==> config.mk <==
export PLATFORM = sky130hd
export DESIGN_NAME = spi_cfg_master
export DESIGN_NICKNAME = d
export VERILOG_FILES = /design/src/rtl/spi_cfg_master.sv
export SDC_FILE = /design/constraint.sdc
export NUM_CORES = 1
export LEC_CHECK = 0
export CORE_MARGIN = 1
export CORE_UTILIZATION = 40
export CTS_CLUSTER_DIAMETER = 200
export DETAILED_ROUTE_END_ITERATION = 10
export GPL_TIMING_DRIVEN = 1
export PLACE_DENSITY_LB_ADDON = 0.15
export SLEW_MARGIN = 20
export SYNTH_ARGS = -nofsm -noshare
export SYNTH_HDL_FRONTEND = slang
export SYNTH_SLANG_ARGS = --single-unit
==> constraint.sdc <==
create_clock -name clk -period 2.55 [get_ports clk]
set_input_delay 0.765 -clock clk [delete_from_list [all_inputs] [get_ports clk]]
set_output_delay 0.765 -clock clk [all_outputs]
set_load 0.005 [all_outputs]
==> src/rtl/spi_cfg_master.sv <==
// SPI write-only master for the on-chip register peripheral. Two requesters are
// round-robin arbitrated; each write goes out as one 16-bit CPOL=0 frame.
module spi_cfg_master #(
    parameter int unsigned CLK_DIV = 4
) (
    input  logic       clk,
    input  logic       rst_n,
    input  logic       req0_valid,
    input  logic [6:0] req0_addr,
    input  logic [7:0] req0_data,
    output logic       req0_ready,
    input  logic       req1_valid,
    input  logic [6:0] req1_addr,
    input  logic [7:0] req1_data,
    output logic       req1_ready,
    output logic       done,
    output logic       done_id,
    output logic       busy,
    output logic       sclk,
    output logic       ncs,
    output logic       copi
);

    typedef enum logic [2:0] {StIdle, StSetup, StShift, StHold, StGap} state_e;

    localparam logic [7:0] HalfM1 = 8'(CLK_DIV - 1);

    state_e      state;
    logic [7:0]  cnt;
    logic [3:0]  bit_cnt;
    logic        sclk_high;
    logic [15:0] frame;
    logic        grant_id;
    logic        last_grant;

    logic        gnt0, gnt1;
    logic [15:0] new_frame;

    // Ready is a Mealy pulse so the acceptance cycle itself is still idle (busy=0).
    always_comb begin
        gnt0       = req0_valid & (~req1_valid | last_grant);
        gnt1       = req1_valid & (~req0_valid | ~last_grant);
        req0_ready = (state == StIdle) & gnt0;
        req1_ready = (state == StIdle) & gnt1;
        new_frame  = gnt0 ? {1'b1, req0_addr, req0_data} : {1'b1, req1_addr, req1_data};
    end

    always_ff @(posedge clk or negedge rst_n) begin
        if (!rst_n) begin
            state      <= StIdle;
            cnt        <= 8'd0;
            bit_cnt    <= 4'd0;
            sclk_high  <= 1'b0;
            frame      <= 16'd0;
            grant_id   <= 1'b0;
            last_grant <= 1'b1;
            ncs        <= 1'b1;
            sclk       <= 1'b0;
            copi       <= 1'b0;
            busy       <= 1'b0;
            done       <= 1'b0;
            done_id    <= 1'b0;
        end else begin
            done    <= 1'b0;
            done_id <= 1'b0;
            unique case (state)
                StIdle: begin
                    if (gnt0 || gnt1) begin
                        frame      <= new_frame;
                        grant_id   <= gnt1;
                        last_grant <= gnt1;
                        busy       <= 1'b1;
                        ncs        <= 1'b0;
                        copi       <= new_frame[15];
                        cnt        <= HalfM1;
                        state      <= StSetup;
                    end
                end
                StSetup: begin
                    if (cnt == 8'd0) begin
                        cnt       <= HalfM1;
                        bit_cnt   <= 4'd15;
                        sclk_high <= 1'b1;
                        sclk      <= 1'b1;
                        copi      <= frame[15];
                        state     <= StShift;
                    end else begin
                        cnt <= cnt - 8'd1;
                    end
                end
                StShift: begin
                    if (cnt == 8'd0) begin
                        cnt <= HalfM1;
                        if (sclk_high) begin
                            sclk_high <= 1'b0;
                            sclk      <= 1'b0;
                        end else if (bit_cnt == 4'd0) begin
                            state <= StHold;
                        end else begin
                            bit_cnt   <= bit_cnt - 4'd1;
                            sclk_high <= 1'b1;
                            sclk      <= 1'b1;
                            copi      <= frame[bit_cnt - 4'd1];
                        end
                    end else begin
                        cnt <= cnt - 8'd1;
                    end
                end
                StHold: begin
                    if (cnt == 8'd0) begin
                        cnt   <= HalfM1;
                        ncs   <= 1'b1;
                        copi  <= 1'b0;
                        state <= StGap;
                    end else begin
                        cnt <= cnt - 8'd1;
                    end
                end
                StGap: begin
                    // done is registered, so raise it one cycle ahead of the GAP end.
                    if (cnt == 8'd1) begin
                        done    <= 1'b1;
                        done_id <= grant_id;
                    end
                    if (cnt == 8'd0) begin
                        busy  <= 1'b0;
                        state <= StIdle;
                    end else begin
                        cnt <= cnt - 8'd1;
                    end
                end
                default: state <= StIdle;
            endcase
        end
    end

endmodule

# After elaboration in Yosys (flattened, before gate mapping)
# Cells that the tools add are included.
[classes] mux=44 n_reduce_logical=19 mul=0 div=0 shift=0 addsub=2 magnitude_cmp=1 eq_ne=15 n_bitwise=9
[ops] op="$mux W8" n=3
[ops] op="$pmux W8 S3" n=1
[ops] op="$mux W3" n=7
[ops] op="$mux W1" n=20
[ops] op="$mux W4" n=4
[ops] op="$ne A2 B2 Y1 const B" n=8
[ops] op="$mux W15" n=1
[ops] op="$pmux W3 S5" n=1
[ops] op="$reduce_and A7 Y1" n=2
[ops] op="$reduce_and A3 Y1" n=4
[ops] op="$eq A8 B1 Y1 const B" n=1
[ops] op="$logic_not A8 Y1" n=1
[ops] op="$pmux W1 S2" n=4
[ops] op="$pmux W4 S2" n=1
[ops] op="$sub A8 B1 Y8 const B" n=1
[ops] op="$eq A3 B2 Y1 const B" n=2
[ops] op="$reduce_bool A2 Y1" n=3
[ops] op="$lt A4 B5 Y1 const B" n=1
[ops] op="$reduce_and A5 Y1" n=1
[ops] op="$and A1 B1 Y1" n=4
[ops] op="$bmux W1 S4" n=1
[ops] op="$logic_not A4 Y1" n=1
[ops] op="$pmux W1 S4" n=1
[ops] op="$reduce_and A4 Y1" n=1
[ops] op="other kinds (13)" n=16
[totals] elab_cells=103 inputBits=34 n_memories=0 latchBits=0 reg_bits=40 ram_bits=0 mem_bits_ro=0

# Depth between registers and ports, before layout
# Gate-level depths: netlist of run 1.
[logic_depth] ltp_word=7 ltp_mapped=9 mapped_depth_nobuf=7

# Least setup slack after synthesis of run 1
# Ideal clock, no wire load.
[synth_path] kind="input -> output" from="input port req1_valid" to="output port req0_ready" path_slack_ns=0.081 path_buffers=1 arrival_time_ns=1.704 stages=4 required_time_ns=1.785 path_cell_list="inv_1 > o21ai_1 > buf_2 > nor3_1"
[synth_via] elab_chain_len=4
[synth_rtl] element="start, declared" line="12" source="input logic req1_valid,"
[synth_rtl] element="$not A1 Y1" line="41" source="gnt0 = req0_valid & (~req1_valid | last_grant);"
[synth_rtl] element="$or A1 B1 Y1" line="41"
[synth_rtl] element="$and A1 B1 Y1" line="41"
[synth_rtl] element="$and A1 B1 Y1" line="43" source="req0_ready = (state == StIdle) & gnt0;"
[synth_rtl] element="end, declared" line="11" source="output logic req0_ready,"
# No other way between the ends.

# Final worst setup path of run 1
[layout_path] from="input port req0_valid" to="output port req0_ready"
[layout_via] elab_chain_len=2
[layout_rtl] element="start, declared" line="8" source="input logic req0_valid,"
[layout_rtl] element="$and A1 B1 Y1" line="41"
[layout_rtl] element="$and A1 B1 Y1" line="43"
# No other way between the ends.

==> results of run 1 <==
[repair_timing]
action | in CTS | in global routing
resized for setup | 4 | 5
setup buffers | 0 | 1
hold endpoints to repair | 0 | 0
pin swaps | 0 | 2
setup endpoints to repair | 2 | 2
gates cloned | 0 | 0
[synth_stat cells (4+ instances only)]
master and n:
nor2_1 23, nor3_1 5, dfrtp_1 38, xor2_1 6, a21oi_1 9, mux2i_1 17, a31oi_1 5, nand4_1 4
inv_1 9, o21ai_0 22, o21ai_1 10, nor4_1 4, nand2_1 30, nor2b_1 4, clkbuf_1 10
[final cells by class]
type,count,area share [%]
multi-input combinational,182,40.35
sequential,40,33.88
timing repair buffer,57,17.49
tap,72,3.042
clock buffer,6,2.788
clock inverter,2,1.310
inverter,9,1.141
[per-layer routing]
layer / vias to the layer above / GRT usage (%)
met5: - / 0
met4: 0 / 5.660
met3: 6 / 4.588
met2: 35 / 26.19
met1: 856 / 28.56
li1: 982 / -
[critical path, delay by kind of cell]
kind	cells	cell delay [ns]
AND/OR/NAND/NOR	1	0.21
AO/OA/AOI/OAI	1	0.08
buffers and inverters	2	0.64
[power by group]
part           total, W  switching (W)  internal, W
sequential      0.00114       0.000232     0.000904
combinational   0.00137       0.000726     0.000643
clock          0.000555       0.000235     0.000320
[registers in the layout (all words and copies together), names as in the netlist]
signal,cells
frame,16
cnt,8
bit_cnt,4
state,3
busy,1
copi,1
done,1
done_id,1
grant_id,1
last_grant,1
ncs,1
sclk,1
sclk_high,1
[kinds of logic (layout without fill, tap and decap cells)]
logic type	Yosys count	in the layout	synth area share, %
AND/OR/NAND/NOR	84	84	17.91
AO/OA/AOI/OAI	67	67	18.68
flip-flops	40	40	44.07
buffers and inverters	22	74	4.176
multiplexers	20	20	10.44
XOR/XNOR	8	8	3.077
adder cells (fa/ha/maj)	3	3	1.649
[per-stage QoR]
stage,cell area [um^2],hold slack (ns),cells
after global routing,2962,0.5059,368
after global placement,2831,0.4592,359
final,2962,0.4814,368
after detailed placement,2831,0.4682,359
after floorplan,2277,0.4446,244
after CTS,2959,0.4876,367
[worst paths after layout]
| kind | start | to | slack (ns) | cells after the start |
|---|---|---|---|---|
| worst max-delay path | req0_valid | req0_ready | 0.1 | 4 |
| worst min-delay path | frame[13] | frame[13] | 0.48 | 2 |
| worst max register to register | state[1] | cnt[7] | 0.42 | 6 |
| worst min register to register | frame[13] | frame[13] | 0.48 | 2 |
| max in group asynchronous | rst_n | ncs | 1.67 | 2 |
| min in group asynchronous | rst_n | frame[1] | 0.51 | 2 |
==> results.json, run 1 <==
{
  "fillers": 537,
  "area_growth_syn_to_layout_pct": 30.05,
  "power_w": 0.003060,
  "fp.dieH_um": 77.45,
  "via_count": 1879,
  "netlist_top_cells_area": "dfrtp_1 42%, mux2i_1 7.5%, nand2_1 4.9%, o21ai_0 4.8%, nor2_1 3.8%",
  "postCtsHoldBufs": 0,
  "grt.total_usage_pct": 18.88,
  "drt_iter0_drc": 92,
  "grt_max_degree": 41,
  "rsz0062_at_grt": "no",
  "drc": 0,
  "multi_input_area_um2": 1195,
  "pin_count": 42,
  "fin_crit_ns": 2.455,
  "finalHoldViolCount": 0,
  "antenna_found_initial": 0,
  "die_width_um": 77.45,
  "ys_warn_count": 0,
  "syn_area_per_cell_um2": 9.333,
  "wl_met3_um": 176,
  "drt-met1-wl_mm": 2.680,
  "relSlewSlack_pct": 65.45,
  "ys.flop_type": "dfrtp_1",
  "cts_tree": "done",
  "arrival_ns": 1.69,
  "fmax_ghz": 0.4074,
  "required_ns": 1.79,
  "clockRootBuffer": "clkbuf_8",
  "hpwlAfterDp_mm": 3.732,
  "crit_chain": "clkdlybuf4s50_1, o21ai_2, nor3_2, clkbuf_2",
  "avgViaCountPerCell": 5.106,
  "yosysTopAreaCellShare_pct": 41.76,
  "powerDensity_nw_per_um2": 1033,
  "worstSkewPairLatency_ns": 0.30,
  "synth_edf_count": 0,
  "detail_route.wl_per_cell_um": 13.57,
  "num_rows": 27,
  "synth_cells": 244,
  "firstDrtPassIters": 4,
  "drive_gt1_share_pct": 13.85,
  "final_common_cell": "dfrtp_1",
  "cp-start-kind": "input port",
  "slowest_stage": "clkdlybuf4s50_1",
  "cts.sinks": 40,
  "routed-wl-met2_mm": 2.074,
  "worstSetupPathType": "in -> out",
  "fin_nets": 332,
  "skew_ns": 0.01167,
  "endpoint_kind": "output port",
  "async_flop_share_pct": 100.0,
  "drv_slew": 0,
  "leakage_nw": 1.305,
  "top_layer": "met4",
  "synth_top_area_cell": "dfrtp_1",
  "finalSetupTns_ns": 0,
  "path_clk_slew_ns": 0.09,
  "globalRoute.totalOverflow": 0,
  "finalWirelength_mm": 4.994,
  "layout_common_cells": "38 x dfrtp_1, 37 x clkdlybuf4s50_1, 30 x nand2_1",
  "ys_seq_area_share_pct": 44.07,
  "fin_ws_ns": 0.09537,
  "cpPeakStageDelay_ns": 0.49,
  "port_buffers": 41,
  "worst_pin_slew_ns": 0.5148,
  "core-area_um2": 5507,
  "grt_pass1_vias": 1875,
  "gp_congestion": 0.8389,
  "setup_viol": 0,
  "yosysUniqueCellTypes": 46,
  "postRouteAntennaNets": 0,
  "grt_pass1_wl_mm": 8.914,
  "final_util_pct": 53.78,
  "cts_inserted_buffers": 5,
  "post-place-ws_ns": -0.3597,
  "syn_area_um2": 2277,
  "syn-num-nets": 281,
  "cp_max_fo": 2,
  "clock_path_buffers": 2,
  "period_share_pct": 96.26,
  "synth_seq_cells": 40,
  "status": "finished clean",
  "holdCritPathClass": "reg -> reg",
  "start_util_pct": 41.35,
  "diodes": 0,
  "seqCellArea_um2": 1003,
  "peakVddDrop_mv": 0.4774,
  "dieArea_um2": 5999,
  "htree_levels": 2,
  "max-cap-violations": 0
}
Power figures use the tool's default switching activity.
==> run 2, diff against run 1 <==
CORE_UTILIZATION = 45   (was 40)
CTS_CLUSTER_DIAMETER = unset   (was 200)
PLACE_DENSITY_LB_ADDON = 0.12   (was 0.15)
==> run 2 against run 1 <==
  * Clock power is 8.6% lower
  * Largest cell class unchanged
  * Critical endpoint is now req1_ready
  * Worst hold slack got worse by 0.0015 ns
  * Setup slack got worse by 0.026 ns
  * Clock skew down 0.0055 ns
  * Sequential share of layout area is essentially flat
  * First-iteration DRC count fell by 24%
  * Die area down 11%
  * Clock-buffer cell count unchanged
  * Global-route usage rose by 2.0 points
  * Maximum frequency decreased by 1.1%
  * Combinational power about the same
  * Highest routed layer unchanged
  * Cell count decreased by 0.82%
==> results.json, run 2 (synthesis gave the netlist of run 1 again) <==
{
  "status": "finished clean",
  "finalWirelength_mm": 4.862,
  "path_clk_slew_ns": 0.07,
  "cts_inserted_buffers": 5,
  "clock_path_buffers": 2,
  "start_util_pct": 47.58,
  "antenna_found_initial": 0,
  "holdCritStartpoint": "frame[9]",
  "drive_gt1_share_pct": 13.42,
  "regMostFlops": "frame",
  "drv_slew": 0,
  "skew_ns": 0.006195,
  "cp-start-kind": "input port",
  "powerDensity_nw_per_um2": 1014,
  "grt_pass1_wl_mm": 8.445,
  "htree_levels": 2,
  "post-place-ws_ns": -0.2911,
  "pin_count": 42,
  "gp_congestion": 0.8098,
  "postRouteAntennaNets": 0,
  "final_cells": 365,
  "grt_pass1_vias": 1995,
  "finalHoldViolCount": 0,
  "required_ns": 1.79,
  "fillers": 435,
  "postCtsHoldBufs": 0,
  "finalSetupTns_ns": 0,
  "cts_tree": "done",
  "area_growth_syn_to_layout_pct": 30.22,
  "fin_nets": 334,
  "layout_common_cells": "38 x dfrtp_1, 37 x clkdlybuf4s50_1, 30 x nand2_1",
  "hpwlAfterDp_mm": 3.612,
  "max-cap-violations": 0,
  "drc": 0,
  "grt_max_degree": 41,
  "stdcell_area_um2": 2965,
  "cp_max_fo": 2,
  "via_count": 1946,
  "leakage_nw": 1.311,
  "rsz0062_at_grt": "no",
  "diodes": 0,
  "clockRootBuffer": "clkbuf_8",
  "peakVddDrop_mv": 0.4458,
  "largest_reg_flops": 16,
  "globalRoute.totalOverflow": 0,
  "num_rows": 25,
  "period_share_pct": 97.29,
  "endpoint_kind": "output port",
  "die_width_um": 73.14,
  "fin_ws_ns": 0.06908,
  "dp.cells": 356,
  "holdCritPathClass": "reg -> reg",
  "fmax_ghz": 0.4031,
  "crit_path_start": "req0_valid",
  "fin_crit_ns": 2.481,
  "final_common_cell": "dfrtp_1",
  "place_area_um2": 2840,
  "drt_iter0_drc": 70,
  "worst_pin_slew_ns": 0.5155,
  "reg_top3": "frame: 16 flops, cnt: 8 flops, bit_cnt: 4 flops",
  "grt.total_usage_pct": 20.88,
  "arrival_ns": 1.72,
  "fp.dieH_um": 73.14,
  "avgViaCountPerCell": 5.332,
  "cts.sinks": 40,
  "port_buffers": 41,
  "detail_route.wl_per_cell_um": 13.32,
  "worstSkewPairLatency_ns": 0.29,
  "firstDrtPassIters": 4,
  "worstReg2RegStart": "state[1]",
  "core-area_um2": 4786,
  "relSlewSlack_pct": 65.40,
  "setup_viol": 0,
  "power_w": 0.003006,
  "rrSetupSlack_ns": 0.43,
  "worstSetupPathType": "in -> out",
  "dieArea_um2": 5349
}
-- run 2: path summary, 6_finish.rpt --
| kind | cells after the start | endpoint |
|---|---|---|
| worst max register to register | 6 | cnt[7] |
| worst min-delay path | 2 | frame[9] |
| min in group asynchronous | 2 | done |
| worst max-delay path | 4 | req1_ready |
| worst min register to register | 2 | frame[9] |
| max in group asynchronous | 2 | last_grant |
-- run 2: cell type report --
type / instances / area, um^2 / area share [%]
Inverter: 9 / 33.78 / 1.139
Clock inverter: 2 / 35.03 / 1.181
Clock buffer: 6 / 72.57 / 2.447
Sequential cell: 40 / 1003 / 33.84
Multi-Input combinational cell: 182 / 1195 / 40.30
Timing Repair Buffer: 59 / 541.8 / 18.27
Tap cell: 67 / 83.83 / 2.827
-- run 2: per-stage QoR --
step | util [%] | hold slack [ns]
finish | 61.96 | 0.4799
floorplan | - | 0.4446
detailed placement | 59.35 | 0.4684
global route | 61.96 | 0.5124
global placement | 59.35 | 0.4599
CTS | 61.65 | 0.4857
-- run 2: report_power, final --
| part | switching (W) | total (W) | internal [W] |
|---|---|---|---|
| combinational | 0.000715 | 0.00137 | 0.000652 |
| clock | 0.000216 | 0.000507 | 0.000290 |
| sequential | 0.000228 | 0.00113 | 0.000905 |
-- run 2: metal layers --
metal | part of all wire (%) | GRT usage (%) | wire length (um) | vias to the layer above
met4 | 1.5 | 7.190 | 72 | 0
met5 | 0 | 0 | 0 | -
met1 | 44 | 23.32 | 2117 | 924
li1 | - | - | - | 978
met2 | 52 | 38.48 | 2511 | 38
met3 | 3.3 | 4.972 | 160 | 6
-- run 2: critical path, cell delays in order --
cell	delay (ns)
clkdlybuf4s50_1	0.44
buf_4	0.15
a21oi_2	0.14
clkdlybuf4s15_1	0.22
-- run 2: repair_timing --
action                                  in CTS  in global routing
buffers inserted                             0                  1
resized for setup                            3                  3
pin swaps                                    0                  1
endpoints found under the setup margin       2                  2
==> run 3, diff against run 2 <==
RECOVER_POWER = 25   (was unset)
==> run 3 against run 2 <==
  * Worst hold slack unchanged
  * Global-route usage unchanged
  * Setup slack unchanged
  * Clock skew unchanged
  * Maximum frequency unchanged
  * Clock power about the same
  * Die area unchanged
  * Critical path depth unchanged
==> results.json, run 3 (synthesis gave the netlist of run 1 again) <==
{
  "status": "finished clean",
  "holdCritStartpoint": "frame[9]",
  "stdcell_area_um2": 2963,
  "finalHoldViolCount": 0,
  "grt_max_degree": 41,
  "regMostFlops": "frame",
  "fin_ws_ns": 0.06908,
  "endpoint_kind": "output port",
  "final_cells": 365,
  "cts.sinks": 40,
  "area_growth_syn_to_layout_pct": 30.11,
  "cp_max_fo": 2,
  "period_share_pct": 97.29,
  "postCtsHoldBufs": 0,
  "post-place-ws_ns": -0.2911,
  "diodes": 0,
  "dieArea_um2": 5349,
  "gp_congestion": 0.8098,
  "num_rows": 25,
  "clockRootBuffer": "clkbuf_8",
  "cts_inserted_buffers": 5,
  "worstSetupPathType": "in -> out",
  "via_count": 1944,
  "clock_path_buffers": 2,
  "leakage_nw": 1.310,
  "powerDensity_nw_per_um2": 1014,
  "holdCritPathClass": "reg -> reg",
  "final_common_cell": "dfrtp_1",
  "worstSkewPairLatency_ns": 0.29,
  "fillers": 436,
  "fmax_ghz": 0.4031,
  "core-area_um2": 4786,
  "start_util_pct": 47.58,
  "grt_pass1_wl_mm": 8.445,
  "finalWirelength_mm": 4.861,
  "postRouteAntennaNets": 0,
  "crit_chain": "clkdlybuf4s50_1, buf_4, a21oi_2, clkdlybuf4s15_1",
  "relSlewSlack_pct": 34.09,
  "drive_gt1_share_pct": 13.42,
  "largest_reg_flops": 16,
  "drv_slew": 0,
  "detail_route.wl_per_cell_um": 13.32,
  "globalRoute.totalOverflow": 0,
  "reg2reg_depth": 6,
  "drc": 0,
  "reg_top3": "frame: 16 flops, cnt: 8 flops, bit_cnt: 4 flops",
  "whs_ns": 0.4799,
  "required_ns": 1.79,
  "worstHoldPathCells": 2,
  "arrival_ns": 1.72,
  "die_width_um": 73.14,
  "rrSetupSlack_ns": 0.43,
  "peakVddDrop_mv": 0.4457,
  "grt_pass1_vias": 1995,
  "skew_ns": 0.006195,
  "hpwlAfterDp_mm": 3.612,
  "worstReg2RegEnd": "cnt[7]",
  "hold_end": "frame[9]",
  "worstReg2RegStart": "state[1]",
  "cp-start-kind": "input port",
  "htree_levels": 2,
  "fin_crit_ns": 2.481,
  "fp.dieH_um": 73.14,
  "max-cap-violations": 0,
  "cts_tree": "done",
  "setup_viol": 0,
  "fin_nets": 334,
  "path_clk_slew_ns": 0.07,
  "firstDrtPassIters": 4,
  "layout_common_cells": "38 x dfrtp_1, 37 x clkdlybuf4s50_1, 30 x nand2_1",
  "antenna_found_initial": 0,
  "power_w": 0.003006,
  "grt.total_usage_pct": 20.88,
  "cpPeakStageDelay_ns": 0.44,
  "rsz0062_at_grt": "no",
  "dp.cells": 356,
  "pin_count": 42,
  "drt_iter0_drc": 70,
  "port_buffers": 41,
  "place_area_um2": 2840,
  "avgViaCountPerCell": 5.326,
  "worst_pin_slew_ns": 0.9886,
  "slowest_stage": "clkdlybuf4s50_1"
}
-- run 3: power by group --
part	switching, W	internal [W]	total (W)
logic	0.000715	0.000651	0.00137
clock network	0.000216	0.000290	0.000507
registers	0.000228	0.000905	0.00113
-- run 3: critical path, delay by kind of cell --
kind	cells	cell delay [ns]
buffers and inverters	3	0.81
AOI/OAI and AO/OA	1	0.14
-- run 3: repair_timing --
| action | 4_1_cts | 5_1_grt |
|---|---|---|
| pin swaps | 0 | 1 |
| endpoints found under the setup margin | 2 | 2 |
| cloned | 0 | 0 |
| setup buffers | 0 | 1 |
| gates resized for setup | 3 | 3 |
-- run 3: routing by layer --
| metal | part of all wire [%] | global-route usage (%) | wire length [um] |
|---|---|---|---|
| met2 | 52 | 38.48 | 2507 |
| met5 | 0 | 0 | 0 |
| met3 | 3.3 | 4.972 | 160 |
| met1 | 44 | 23.32 | 2120 |
| met4 | 1.5 | 7.190 | 72 |
-- run 3: layout make-up --
cell class	instances	area, um^2	share of cell area [%]
Inverter	9	33.78	1.140
Sequential cell	40	1003	33.87
Clock buffer	6	72.57	2.449
Timing Repair Buffer	59	539.3	18.20
Multi-Input combinational cell	182	1195	40.33
Tap cell	67	83.83	2.829
Clock inverter	2	35.03	1.182
-- run 3: worst max-delay path by stage --
stage                          start         end  slack (ns)  depth (start not counted)
after CTS                 req1_valid  req0_ready       -0.01                          5
after global routing      req0_valid  req0_ready       0.009                          4
after global placement    req1_valid  req0_ready       -0.27                          5
final                     req0_valid  req1_ready        0.07                          4
after detailed placement  req1_valid  req0_ready       -0.29                          5
after floorplan           req1_valid  req0_ready        0.08                          4
-- run 3: per-stage QoR --
step                 TNS, ns  utilization [%]
global placement     -0.5742            59.35
CTS                 -0.01127            61.65
global route               0            61.91
detailed placement   -0.6791            59.35
finish                     0            61.91
floorplan                  0                -
